### config.mk
export PLATFORM = sky130hd
export DESIGN_NAME = conv_window_scheduler
export DESIGN_NICKNAME = d
export VERILOG_FILES = /design/src/rtl/conv_window_scheduler_pkg.sv /design/src/rtl/window_position_counter.sv /design/src/rtl/conv_window_scheduler.sv
export SDC_FILE = /design/constraint.sdc
export NUM_CORES = 1
export LEC_CHECK = 0
export BUFFER_PORTS_ARGS = -buffer_cell sky130_fd_sc_hd__buf_2
export CAP_MARGIN = 20
export CORE_ASPECT_RATIO = 1.2
export CORE_MARGIN = 5
export CORE_UTILIZATION = 50
export CTS_BUF_LIST = sky130_fd_sc_hd__clkbuf_16
export DETAILED_ROUTE_END_ITERATION = 8
export MAX_ROUTING_LAYER = met4
export PLACE_DENSITY = 0.73
export SYNTH_ARGS = -nofsm -noshare
export SYNTH_HDL_FRONTEND = slang
export SYNTH_HIERARCHICAL = 1
export SYNTH_SLANG_ARGS = --single-unit
### constraint.sdc
create_clock -name clock -period 1.6 [get_ports clock]
set_input_delay 0.08 -clock clock [delete_from_list [all_inputs] [get_ports clock]]
set_output_delay 0.08 -clock clock [all_outputs]
set_load 0.03 [all_outputs]
### src/rtl/conv_window_scheduler_pkg.sv
// Shared definitions for the convolution window scheduler.
//   sched_state_e : frame sequencing states
//   cnt_width()   : bit width able to hold 0..n-1, never less than one bit
package conv_window_scheduler_pkg;

    typedef enum logic [1:0] {
        StIdle  = 2'd0,
        StFlush = 2'd1,
        StRun   = 2'd2,
        StDrain = 2'd3
    } sched_state_e;

    function automatic int unsigned cnt_width(input int unsigned n);
        return (n > 1) ? $clog2(n) : 1;
    endfunction

endpackage

### src/rtl/window_position_counter.sv
// Tracks the (row, col) position of the next pixel in the frame plus the stride phase of
// that position, and flags whether accepting it completes a legal K x K window.
//   clock, sreset : clock, synchronous active-high reset
//   clear         : zero all counters (start of frame)
//   advance       : a pixel is accepted this cycle
//   row, col      : position of the pixel currently offered
//   qualify       : accepting the current pixel completes a window at the stride grid
//   last          : current pixel is the last one of the frame
module window_position_counter
    import conv_window_scheduler_pkg::*;
#(
    parameter int unsigned KERNEL_SIZE = 3,
    parameter int unsigned ROW_SIZE    = 5,
    parameter int unsigned COLUMN_SIZE = 5,
    parameter int unsigned STRIDE      = 1,
    localparam int unsigned COL_W      = cnt_width(ROW_SIZE),
    localparam int unsigned ROW_W      = cnt_width(COLUMN_SIZE)
) (
    input  logic             clock,
    input  logic             sreset,
    input  logic             clear,
    input  logic             advance,
    output logic [ROW_W-1:0] row,
    output logic [COL_W-1:0] col,
    output logic             qualify,
    output logic             last
);

    localparam int unsigned PH_W = cnt_width(STRIDE);
    localparam logic [COL_W-1:0] ColFirst = COL_W'(KERNEL_SIZE - 1);
    localparam logic [COL_W-1:0] ColLast  = COL_W'(ROW_SIZE - 1);
    localparam logic [ROW_W-1:0] RowFirst = ROW_W'(KERNEL_SIZE - 1);
    localparam logic [ROW_W-1:0] RowLast  = ROW_W'(COLUMN_SIZE - 1);
    localparam logic [PH_W-1:0]  PhLast   = PH_W'(STRIDE - 1);

    logic [COL_W-1:0] col_q, col_d;
    logic [ROW_W-1:0] row_q, row_d;
    logic [PH_W-1:0]  pc_q, pc_d;
    logic [PH_W-1:0]  pr_q, pr_d;

    // Phase counters are pinned to 0 up to and including position K-1, then count modulo
    // STRIDE, so phase 0 marks every stride-aligned window origin.
    always_comb begin
        col_d = col_q;
        row_d = row_q;
        pc_d  = pc_q;
        pr_d  = pr_q;
        if (clear) begin
            col_d = '0;
            row_d = '0;
            pc_d  = '0;
            pr_d  = '0;
        end else if (advance) begin
            if (col_q == ColLast) begin
                col_d = '0;
                pc_d  = '0;
                // Row holds at the bottom; only a new frame returns it to 0.
                if (row_q != RowLast) begin
                    row_d = row_q + 1'b1;
                    if (row_q < RowFirst) begin
                        pr_d = '0;
                    end else begin
                        pr_d = (pr_q == PhLast) ? '0 : pr_q + 1'b1;
                    end
                end
            end else begin
                col_d = col_q + 1'b1;
                if (col_q < ColFirst) begin
                    pc_d = '0;
                end else begin
                    pc_d = (pc_q == PhLast) ? '0 : pc_q + 1'b1;
                end
            end
        end
    end

    always_ff @(posedge clock) begin
        if (sreset) begin
            col_q <= '0;
            row_q <= '0;
            pc_q  <= '0;
            pr_q  <= '0;
        end else begin
            col_q <= col_d;
            row_q <= row_d;
            pc_q  <= pc_d;
            pr_q  <= pr_d;
        end
    end

    assign row     = row_q;
    assign col     = col_q;
    assign qualify = (row_q >= RowFirst) & (col_q >= ColFirst) & (pr_q == '0) & (pc_q == '0);
    assign last    = (row_q == RowLast) & (col_q == ColLast);

endmodule

### src/rtl/conv_window_scheduler.sv
// Frame sequencer for a K x K sliding-window image buffer. Accepts a valid/ready pixel
// stream, drives the buffer shift/flush and presents each legal stride-aligned window
// with its top-left (row, col) tag under valid/ready backpressure.
//   clock, sreset        : clock, synchronous active-high reset
//   start                : arm a new frame (idle only)
//   pix_valid/pix_ready  : upstream pixel handshake
//   buf_shift            : buffer data_in_valid
//   buf_clear            : buffer flush (active while reset or for one cycle per frame)
//   win_valid/win_ready  : window handshake; win_row/win_col tag the window
//   frame_done           : one-cycle pulse at end of frame
//   busy                 : frame in progress
module conv_window_scheduler
    import conv_window_scheduler_pkg::*;
#(
    parameter int unsigned KERNEL_SIZE = 3,
    parameter int unsigned ROW_SIZE    = 5,
    parameter int unsigned COLUMN_SIZE = 5,
    parameter int unsigned STRIDE      = 1,
    localparam int unsigned COL_W      = cnt_width(ROW_SIZE),
    localparam int unsigned ROW_W      = cnt_width(COLUMN_SIZE)
) (
    input  logic             clock,
    input  logic             sreset,
    input  logic             start,
    input  logic             pix_valid,
    output logic             pix_ready,
    output logic             buf_shift,
    output logic             buf_clear,
    output logic             win_valid,
    input  logic             win_ready,
    output logic [ROW_W-1:0] win_row,
    output logic [COL_W-1:0] win_col,
    output logic             frame_done,
    output logic             busy
);

    localparam logic [ROW_W-1:0] RowOfs = ROW_W'(KERNEL_SIZE - 1);
    localparam logic [COL_W-1:0] ColOfs = COL_W'(KERNEL_SIZE - 1);

    sched_state_e     state_q, state_d;
    logic             win_valid_q, win_valid_d;
    logic [ROW_W-1:0] win_row_q, win_row_d;
    logic [COL_W-1:0] win_col_q, win_col_d;
    logic             frame_done_q, frame_done_d;

    logic [ROW_W-1:0] pos_row;
    logic [COL_W-1:0] pos_col;
    logic             pos_qualify;
    logic             pos_last;
    logic             accept;
    logic             handshake;

    // A held window stalls the pixel stream so the buffer's kernel_out stays frozen.
    assign pix_ready = (state_q == StRun) & (~win_valid_q | win_ready);
    assign buf_shift = pix_ready & pix_valid;
    assign accept    = buf_shift;
    assign handshake = win_valid_q & win_ready;
    assign buf_clear = sreset | (state_q == StFlush);
    assign busy      = (state_q != StIdle);

    window_position_counter #(
        .KERNEL_SIZE (KERNEL_SIZE),
        .ROW_SIZE    (ROW_SIZE),
        .COLUMN_SIZE (COLUMN_SIZE),
        .STRIDE      (STRIDE)
    ) u_pos (
        .clock   (clock),
        .sreset  (sreset),
        .clear   (state_q == StFlush),
        .advance (accept),
        .row     (pos_row),
        .col     (pos_col),
        .qualify (pos_qualify),
        .last    (pos_last)
    );

    always_comb begin
        state_d      = state_q;
        win_valid_d  = win_valid_q;
        win_row_d    = win_row_q;
        win_col_d    = win_col_q;
        frame_done_d = 1'b0;

        // A new window may replace one being handed off in the same cycle.
        if (accept & pos_qualify) begin
            win_valid_d = 1'b1;
            win_row_d   = pos_row - RowOfs;
            win_col_d   = pos_col - ColOfs;
        end else if (handshake) begin
            win_valid_d = 1'b0;
        end

        unique case (state_q)
            StIdle:  if (start) state_d = StFlush;
            StFlush: state_d = StRun;
            StRun:   if (accept & pos_last) state_d = StDrain;
            StDrain: begin
                if (~win_valid_q | win_ready) begin
                    state_d      = StIdle;
                    frame_done_d = 1'b1;
                end
            end
            default: state_d = StIdle;
        endcase
    end

    always_ff @(posedge clock) begin
        if (sreset) begin
            state_q      <= StIdle;
            win_valid_q  <= 1'b0;
            win_row_q    <= '0;
            win_col_q    <= '0;
            frame_done_q <= 1'b0;
        end else begin
            state_q      <= state_d;
            win_valid_q  <= win_valid_d;
            win_row_q    <= win_row_d;
            win_col_q    <= win_col_d;
            frame_done_q <= frame_done_d;
        end
    end

    assign win_valid  = win_valid_q;
    assign win_row    = win_row_q;
    assign win_col    = win_col_q;
    assign frame_done = frame_done_q;

endmodule

==> results of run 1 <==
## cell type report
class                   count  area share (%)
well taps                  18            1.93
clock inverters             1           0.322
repair buffers             28            14.9
flip-flops and latches     16            27.7
inverters                   8            2.58
multi-input cells          70            46.1
clock buffers               3            6.44
## cell usage in the layout, fill, tap and decap left out, drive strengths merged, types with 2 or more instances in the layout
cell type / instances
a211oi: 3
a21oi: 5
and2: 2
and3: 2
buf: 28
clkbuf: 3
clkinv: 2
dfxtp: 16
ha: 10
inv: 7
mux2i: 6
nand2: 4
nand2b: 4
nand3: 5
nor2: 12
nor3: 2
o21ai: 3
or2: 2
xnor2: 2
## final timing paths
| path | to | slack [ns] |
|---|---|---|
| worst max-delay path | win_col[0] | 0.02 |
| worst min-delay path | win_valid | 0.16 |
| worst max register to register | win_col[0] | 0.02 |
| worst min register to register | win_row[2] | 0.49 |
## critical path, stage by stage, from the launching register on
cell and delay (ns):
dfxtp_1 0.35, inv_2 0.07, buf_4 0.13, ha_1 0.19
nor3_1 0.13, nor2_1 0.06, and4_2 0.32, mux2i_1 0.17
nor2_1 0.05
## state kept, by name, summed over array words and instances, names as in the netlist
signal      cells
win_col         3
u_pos/row       3
win_valid       1
u_pos/col       3
state_q         2
frame_done      1
win_row         3
## cell usage after synthesis (2+ instances only)
library cell	count
ha_1	10
o21ai_0	3
a211oi_2	2
mux2i_1	6
nand3_1	5
xnor2_1	2
inv_1	7
nor3_1	2
a21oi_1	5
nand2b_1	4
dfxtp_1	16
clkbuf_1	2
nor2_1	12
and2_1	2
nand2_1	3
## kinds of logic (layout without fill, tap and decap cells)
logic type	after synthesis	count (layout)	share of synthesized area, %
AO/OA/AOI/OAI	14	14	11.2
buffers and inverters	12	40	5.76
flip-flops	16	16	36.9
AND/OR/NAND/NOR	38	38	22.8
XOR/XNOR	2	2	2.02
adder cells (fa/ha/maj)	10	10	14.4
multiplexers	6	6	6.92
## what timing repair did
action,4_1_cts,5_1_grt
setup buffers,1,3
cloned,0,0
pin swaps,1,5
resized for setup,3,11
setup endpoints to repair,6,3
## layer usage
| layer | global-route usage (%) | share of wire [%] |
|---|---|---|
| met1 | 19.8 | 42 |
| met2 | 25.0 | 51 |
| met3 | 2.91 | 3.3 |
| met4 | 10.4 | 3.0 |
| met5 | - | 0 |
## stage by stage
| stage | utilization, % | setup TNS [ns] |
|---|---|---|
| after CTS | 68.0 | 0 |
| after detailed placement | 61.9 | -0.105 |
| after global routing | 71.0 | -0.527 |
| after floorplan | - | 0 |
| after global placement | 61.9 | -0.0390 |
| final | 71.0 | 0 |
## power groups by stage
stage | sequential (mW) | combinational (mW) | clock, mW
6_report | 0.456 | 0.485 | 0.487
5_1_grt | 0.459 | 0.533 | 0.520
4_1_cts | 0.453 | 0.470 | 0.496
3_5_place_dp | 0.460 | 0.436 | 0
3_3_place_gp | 0.458 | 0.420 | 0
2_1_floorplan | 0.466 | 0.307 | 0
==> flow_summary.ini, run 1 <==
[logic_synthesis]
ys_types = 32
synthTopCellsByArea = dfxtp_1, ha_1, mux2i_1
synth_warnings = 6
synth-edff-count = 0
ys_seq_area_share_pct = 36.9
syn_area_um2 = 868
syn-num-nets = 113
synth_top_flop_cell = dfxtp_1
synthCells = 98
synth-seq-cells = 16
yosysTopAreaCell = dfxtp_1
syn_area_per_cell_um2 = 8.86
async_reset_ff_share_pct = 0
netlist.area_leader.share_pct = 36.9

[floorplan]
fp.dieH_um = 55.7
die_area_um2 = 2670
initial_core_util_pct = 52.9
pin_count = 17
num_rows = 16
coreArea_um2 = 1640
die_w_um = 48.0

[clock_network]
clkTransAtPathRegs_ns = 0.05
cts-buffers-inserted = 3
cts.sinks = 16
clock-root-buffer = clkbuf_16
htreeDepth = 1
clkLatencyLatePin_ns = 0.25
cts_buffer_depth = 2
cts_tree = yes
hold_buffers = 0

[global_routing]
grt_pass1_wl_mm = 3.19
grt_antenna_before_repair = 0
grtUsageTotal_pct = 16.7
grt_pass1_vias = 753
grt_overflow = 0
grt_max_degree = 14

[pwr]
p_leak_nw = 0.487
p_int_uw = 966
power_switching_uw = 461
pwr-share-seq_pct = 31.9
power_density_nw_per_um2 = 1230
ir_drop_mv = 0.907
fin_total_pwr_mw = 1.43
p_comb_share_pct = 34.0
swShare_pct = 32.3
pwr-share-clk_pct = 34.1

[timing]
worstMarginPinSlew_ns = 0.289
maxSlewHeadroom_pct = 80.7
rsz0062_at_grt = true
fin_crit_sh_pct = 98.9
finalSetupViolations = 0
worst_slack_ns = 0.0170
slew_violations = 0
hold_viol_final = 0
fmax_mhz = 632
finClkSkew_ns = 0.00168
period_needed_ns = 1.58
hold_ws_ns = 0.164

[finish]
area_growth_pct = 34.2
drive_gt1_share_pct = 38.1
antenna_cells = 0
stdcell_area_um2 = 1160
multi_input_area_um2 = 537
fin_cells = 144
fill_cells = 138
layout.nets = 142
regArea_um2 = 323

[worst_setup_path]
arrival_ns = 1.71
critPathMaxFanout = 9
critPathKind = reg2reg
worst_setup_path_start_kind = flop
setup.worst_path.start = u_pos/row[0]
cp.required_ns = 1.73
endpoint_kind = flop
reg2reg_from = u_pos/row[0]
ff2ff_path_depth = 8

[place]
portBuffers = 16
routabilityCongestion = 0.800
dpl.hpwl_mm = 1.37
dp_cells = 136
place_worst_setup_slack_ns = -0.0833
placed_cell_area_um2 = 1020

[routing]
drc = 0
vias = 774
wl_per_cell_um = 14.0
ant_nets = 0
avgViaCountPerCell = 5.38
first_pass_iters = 4
wl_mm = 2.02
drt_iter0_markers = 27

[hold_path]
hp-start = sreset
hold_path.class = in2reg
holdPathStages = 2

[job]
cap_violations = 0

[outcome]
outcome = completed
Note: power is estimated with default switching activity, not from simulation.
==> inputs of run 2 (changes only) <==
--- a/config.mk
+++ b/config.mk
@@ -12,8 +12,8 @@
 export CORE_UTILIZATION = 50
 export CTS_BUF_LIST = sky130_fd_sc_hd__clkbuf_16
 export DETAILED_ROUTE_END_ITERATION = 8
-export MAX_ROUTING_LAYER = met4
 export PLACE_DENSITY = 0.73
+export REMOVE_ABC_BUFFERS = 1
 export SYNTH_ARGS = -nofsm -noshare
 export SYNTH_HDL_FRONTEND = slang
 export SYNTH_HIERARCHICAL = 1
==> flow_summary.ini, run 2 (same netlist as run 1, synthesis figures left out) <==
[pwr]
pwr-share-seq_pct = 32.6
swShare_pct = 31.7
power_switching_uw = 448
pwr-share-clk_pct = 33.9
p_comb_share_pct = 33.5
p_leak_nw = 0.495
p_int_uw = 964
fin_total_pwr_mw = 1.41
ir_drop_mv = 0.909
power_density_nw_per_um2 = 1200

[worst_setup_path]
path_cells = inv_4, ha_4, nand2_2, nor2_2, nand3_1, a222oi_1, buf_4, buf_4, o21a_1
cpPeakStageDelay_ns = 0.36
setup.worst_path.start = u_pos/row[1]
ff2ff_path_depth = 9
worst_setup_path_start_kind = flop
r2r-end = state_q[0]
arrival_ns = 1.66
reg2reg_from = u_pos/row[1]
critPathKind = reg2reg
slowest_stage = dfxtp_4
cp.required_ns = 1.79
critPathCapture = state_q[0]
r2r_slack_ns = 0.13
endpoint_kind = flop
cp_common_cell = buf_4
critPathMaxFanout = 4

[timing]
hold_viol_final = 0
rsz0062_at_grt = true
slew_violations = 0
fmax_mhz = 681
worst_slack_ns = 0.133
finalSetupViolations = 0
period_needed_ns = 1.47
fin_crit_sh_pct = 91.7
worstMarginPinSlew_ns = 0.262
maxSlewHeadroom_pct = 82.5
finClkSkew_ns = 0.00145

[routing]
vias = 759
first_pass_iters = 4
ant_nets = 0
avgViaCountPerCell = 5.23
wl_mm = 1.95
drt_iter0_markers = 8
wl_per_cell_um = 13.5
drc = 0

[floorplan]
die_w_um = 48.0
coreArea_um2 = 1640
fp.dieH_um = 55.7
num_rows = 16
die_area_um2 = 2670
pin_count = 17
initial_core_util_pct = 52.9

[global_routing]
grt_antenna_before_repair = 0
grt_overflow = 0
grtUsageTotal_pct = 16.9
grt_pass1_wl_mm = 3.36
grt_max_degree = 14
grt_pass1_vias = 780

[place]
dp_cells = 138
place_worst_setup_slack_ns = -0.00633
dpl.hpwl_mm = 1.40
routabilityCongestion = 0.829
portBuffers = 16

[clock_network]
cts_buffer_depth = 2
cts_tree = yes
clkTransAtPathRegs_ns = 0.05
cts.sinks = 16
hold_buffers = 0
clkLatencyLatePin_ns = 0.24
clock-root-buffer = clkbuf_16
htreeDepth = 1
cts-buffers-inserted = 3

[hold_path]
holdPathStages = 2
hold_path.class = in2reg

[finish]
antenna_cells = 0
layout.nets = 143
layout_common_cells = buf_2, dfxtp_1, buf_4, nor2_1, ha_1
fin_cells = 145
layout_commonest_cell = buf_2
drive_gt1_share_pct = 39.4
area_growth_pct = 35.0

[job]
cap_violations = 0

[outcome]
outcome = completed
run 2: worst max-delay path, delay by kind of cell, from the launching register on:
| family | cells | cell delay (ns) |
|---|---|---|
| AOI/OAI and AO/OA | 2 | 0.34 |
| DFF | 1 | 0.36 |
| adders and majority gates | 1 | 0.13 |
| and+or+nand+nor | 3 | 0.26 |
| buffers and inverters | 3 | 0.33 |
run 2: metrics by stage:
| stage | hold slack, ns | util [%] | instance area [um^2] | setup TNS [ns] |
|---|---|---|---|---|
| 2_1_floorplan | 0.145 | - | 848 | -0.0527 |
| 3_3_place_gp | 0.399 | 62.5 | 1030 | 0 |
| 3_5_place_dp | 0.410 | 62.5 | 1030 | -0.00633 |
| 4_1_cts | 0.160 | 67.4 | 1110 | 0 |
| 5_1_grt | 0.171 | 71.4 | 1170 | -0.0409 |
| 6_report | 0.157 | 71.4 | 1170 | 0 |
run 2: layout make-up:
type,instances,area (um^2)
multi-input combinational,70,534
fill,135,469
sequential,16,327
timing repair buffer,29,178
clock buffer,3,75.1
inverter,8,32.5
tap,18,22.5
clock inverter,1,3.75
run 2: how the worst min path moves through the flow:
stage | slack, ns | endpoint | from
2_1_floorplan | 0.14 | win_col[1] | sreset
3_3_place_gp | 0.40 | win_row[2] | sreset
3_5_place_dp | 0.41 | win_row[2] | sreset
4_1_cts | 0.16 | win_row[2] | sreset
5_1_grt | 0.17 | win_row[2] | sreset
6_report | 0.16 | win_valid | sreset
run 2: layer usage:
| layer | track usage, % | share of wire, % |
|---|---|---|
| met5 | 0 | 0 |
| met4 | 8.85 | 2.3 |
| met3 | 3.56 | 3.8 |
| met2 | 25.0 | 51 |
| met1 | 22.2 | 43 |
run 2: timing repair:
item,in CTS,in global routing
setup endpoints to repair,4,10
pin swaps,0,4
buffers inserted,0,3
gates resized for setup,1,17
run 2: power by group through the flow:
stage / logic (mW) / registers (mW) / clock network, mW
floorplan: 0.290 / 0.466 / 0
global placement: 0.427 / 0.465 / 0
detailed placement: 0.434 / 0.468 / 0
CTS: 0.437 / 0.461 / 0.491
global route: 0.521 / 0.464 / 0.507
finish: 0.473 / 0.460 / 0.479
==> inputs of run 3 (changes only) <==
--- a/config.mk
+++ b/config.mk
@@ -9,11 +9,9 @@
 export CAP_MARGIN = 20
 export CORE_ASPECT_RATIO = 1.2
 export CORE_MARGIN = 5
-export CORE_UTILIZATION = 50
+export CORE_UTILIZATION = 40
 export CTS_BUF_LIST = sky130_fd_sc_hd__clkbuf_16
 export DETAILED_ROUTE_END_ITERATION = 8
-export PLACE_DENSITY = 0.73
-export REMOVE_ABC_BUFFERS = 1
 export SYNTH_ARGS = -nofsm -noshare
 export SYNTH_HDL_FRONTEND = slang
 export SYNTH_HIERARCHICAL = 1
==> flow_summary.ini, run 3 (same netlist as run 1, synthesis figures left out) <==
[timing]
hold_viol_final = 0
slew_violations = 0
hold_ws_ns = 0.159
finClkSkew_ns = 0.00437
worstMarginPinSlew_ns = 0.289
finalSetupViolations = 0
fmax_mhz = 673
period_needed_ns = 1.49
worst_slack_ns = 0.114
maxSlewHeadroom_pct = 80.7
fin_crit_sh_pct = 92.9

[pwr]
power_switching_uw = 442
p_comb_share_pct = 31.3
swShare_pct = 32.0
fin_total_pwr_mw = 1.38
pwr-share-clk_pct = 35.2
p_leak_nw = 0.472
pwr-share-seq_pct = 33.5
p_int_uw = 938
power_density_nw_per_um2 = 1210
ir_drop_mv = 0.867

[worst_setup_path]
ff2ff_path_depth = 8
critPathCapture = state_q[1]
r2r_slack_ns = 0.11
crit_cells = 8
setup.worst_path.start = u_pos/row[0]
critPathMaxFanout = 3
worst_setup_path_start_kind = flop
cp.required_ns = 1.77
endpoint_kind = flop
cpPeakStageDelay_ns = 0.33
arrival_ns = 1.66
slowest_stage = dfxtp_2
path_cells = inv_4, ha_4, nand2_1, nor2_2, nand3_1, a222oi_1, buf_4, mux2i_1
critPathKind = reg2reg
path_buf_inv = 2
cp_top_family = flip-flops
reg2reg_from = u_pos/row[0]
r2r-end = state_q[1]

[finish]
layout.nets = 139
antenna_cells = 0
drive_gt1_share_pct = 35.8
layout_commonest_cell = buf_2
fill_cells = 200
area_growth_pct = 31.6
layout_common_cells = buf_2, dfxtp_1, nor2_1, buf_4, ha_1
fin_util_pct = 55.1

[place]
routabilityCongestion = 0.840
portBuffers = 16
dpl.hpwl_mm = 1.39
place_worst_setup_slack_ns = 0.0162

[hold_path]
hp-start = sreset
hold_path.class = in2reg

[clock_network]
cts_tree = yes
clkTransAtPathRegs_ns = 0.05
hold_buffers = 0
htreeDepth = 1
clock-root-buffer = clkbuf_16
cts_buffer_depth = 2
clkLatencyLatePin_ns = 0.25
cts-buffers-inserted = 3
cts.sinks = 16

[routing]
wl_per_cell_um = 12.0
avgViaCountPerCell = 4.77
wl_mm = 1.84
vias = 730
first_pass_iters = 4
drt_iter0_markers = 21
drc = 0
ant_nets = 0

[floorplan]
fp.dieH_um = 61.0
initial_core_util_pct = 41.9
num_rows = 18
die_w_um = 52.5
die_area_um2 = 3210
coreArea_um2 = 2070
pin_count = 17

[global_routing]
grt_max_degree = 14
grtUsageTotal_pct = 13.2
grt_pass1_wl_mm = 3.10
grt_antenna_before_repair = 0
grt_overflow = 0
grt_pass1_vias = 717

[outcome]
outcome = completed

[job]
cap_violations = 0
[run 3: changes by cell type in the layout (fill, tap and decap cells not counted), sizes merged]
cell | previous run | this run
buf | 29 | 25
[run 3: layer usage]
metal,up-vias,GRT usage [%],share of wire [%]
li1,383,-,-
met5,-,0,0
met3,2,4.12,4.1
met4,0,6.57,0.87
met2,14,21.3,50
met1,331,16.0,45
[run 3: what timing repair did]
action / 4_1_cts / 5_1_grt
pin swaps: 0 / 2
buffers inserted: 0 / 0
gates resized for setup: 1 / 11
endpoints found under the setup margin: 4 / 5
[run 3: final cells by class]
| cell class | count | area, um^2 | share of cell area, % |
|---|---|---|---|
| multi-input combinational | 70 | 522 | 45.7 |
| inverter | 8 | 32.5 | 2.85 |
| clock inverter | 1 | 3.75 | 0.329 |
| tap | 30 | 37.5 | 3.29 |
| timing repair buffer | 25 | 148 | 12.9 |
| clock buffer | 3 | 75.1 | 6.57 |
| sequential | 16 | 324 | 28.4 |
[run 3: stage by stage]
step	setup TNS [ns]	area [um^2]	std cells
detailed placement	0	1040	149
floorplan	0	873	98
global route	-0.0139	1140	153
finish	0	1140	153
global placement	0	1040	149
CTS	0	1120	153
[run 3: how the worst min path moves through the flow]
| stage | depth (start not counted) | to |
|---|---|---|
| after floorplan | 2 | state_q[1] |
| after global placement | 2 | win_row[0] |
| after detailed placement | 2 | win_valid |
| after CTS | 2 | win_row[1] |
| after global routing | 2 | win_valid |
| final | 2 | win_row[1] |
[run 3: power groups by stage]
stage	Combinational (mW)	Clock [mW]	Sequential, mW
after floorplan	0.307	0	0.466
after global placement	0.434	0	0.465
after detailed placement	0.435	0	0.469
after CTS	0.438	0.493	0.461
after global routing	0.481	0.518	0.463
final	0.432	0.486	0.462
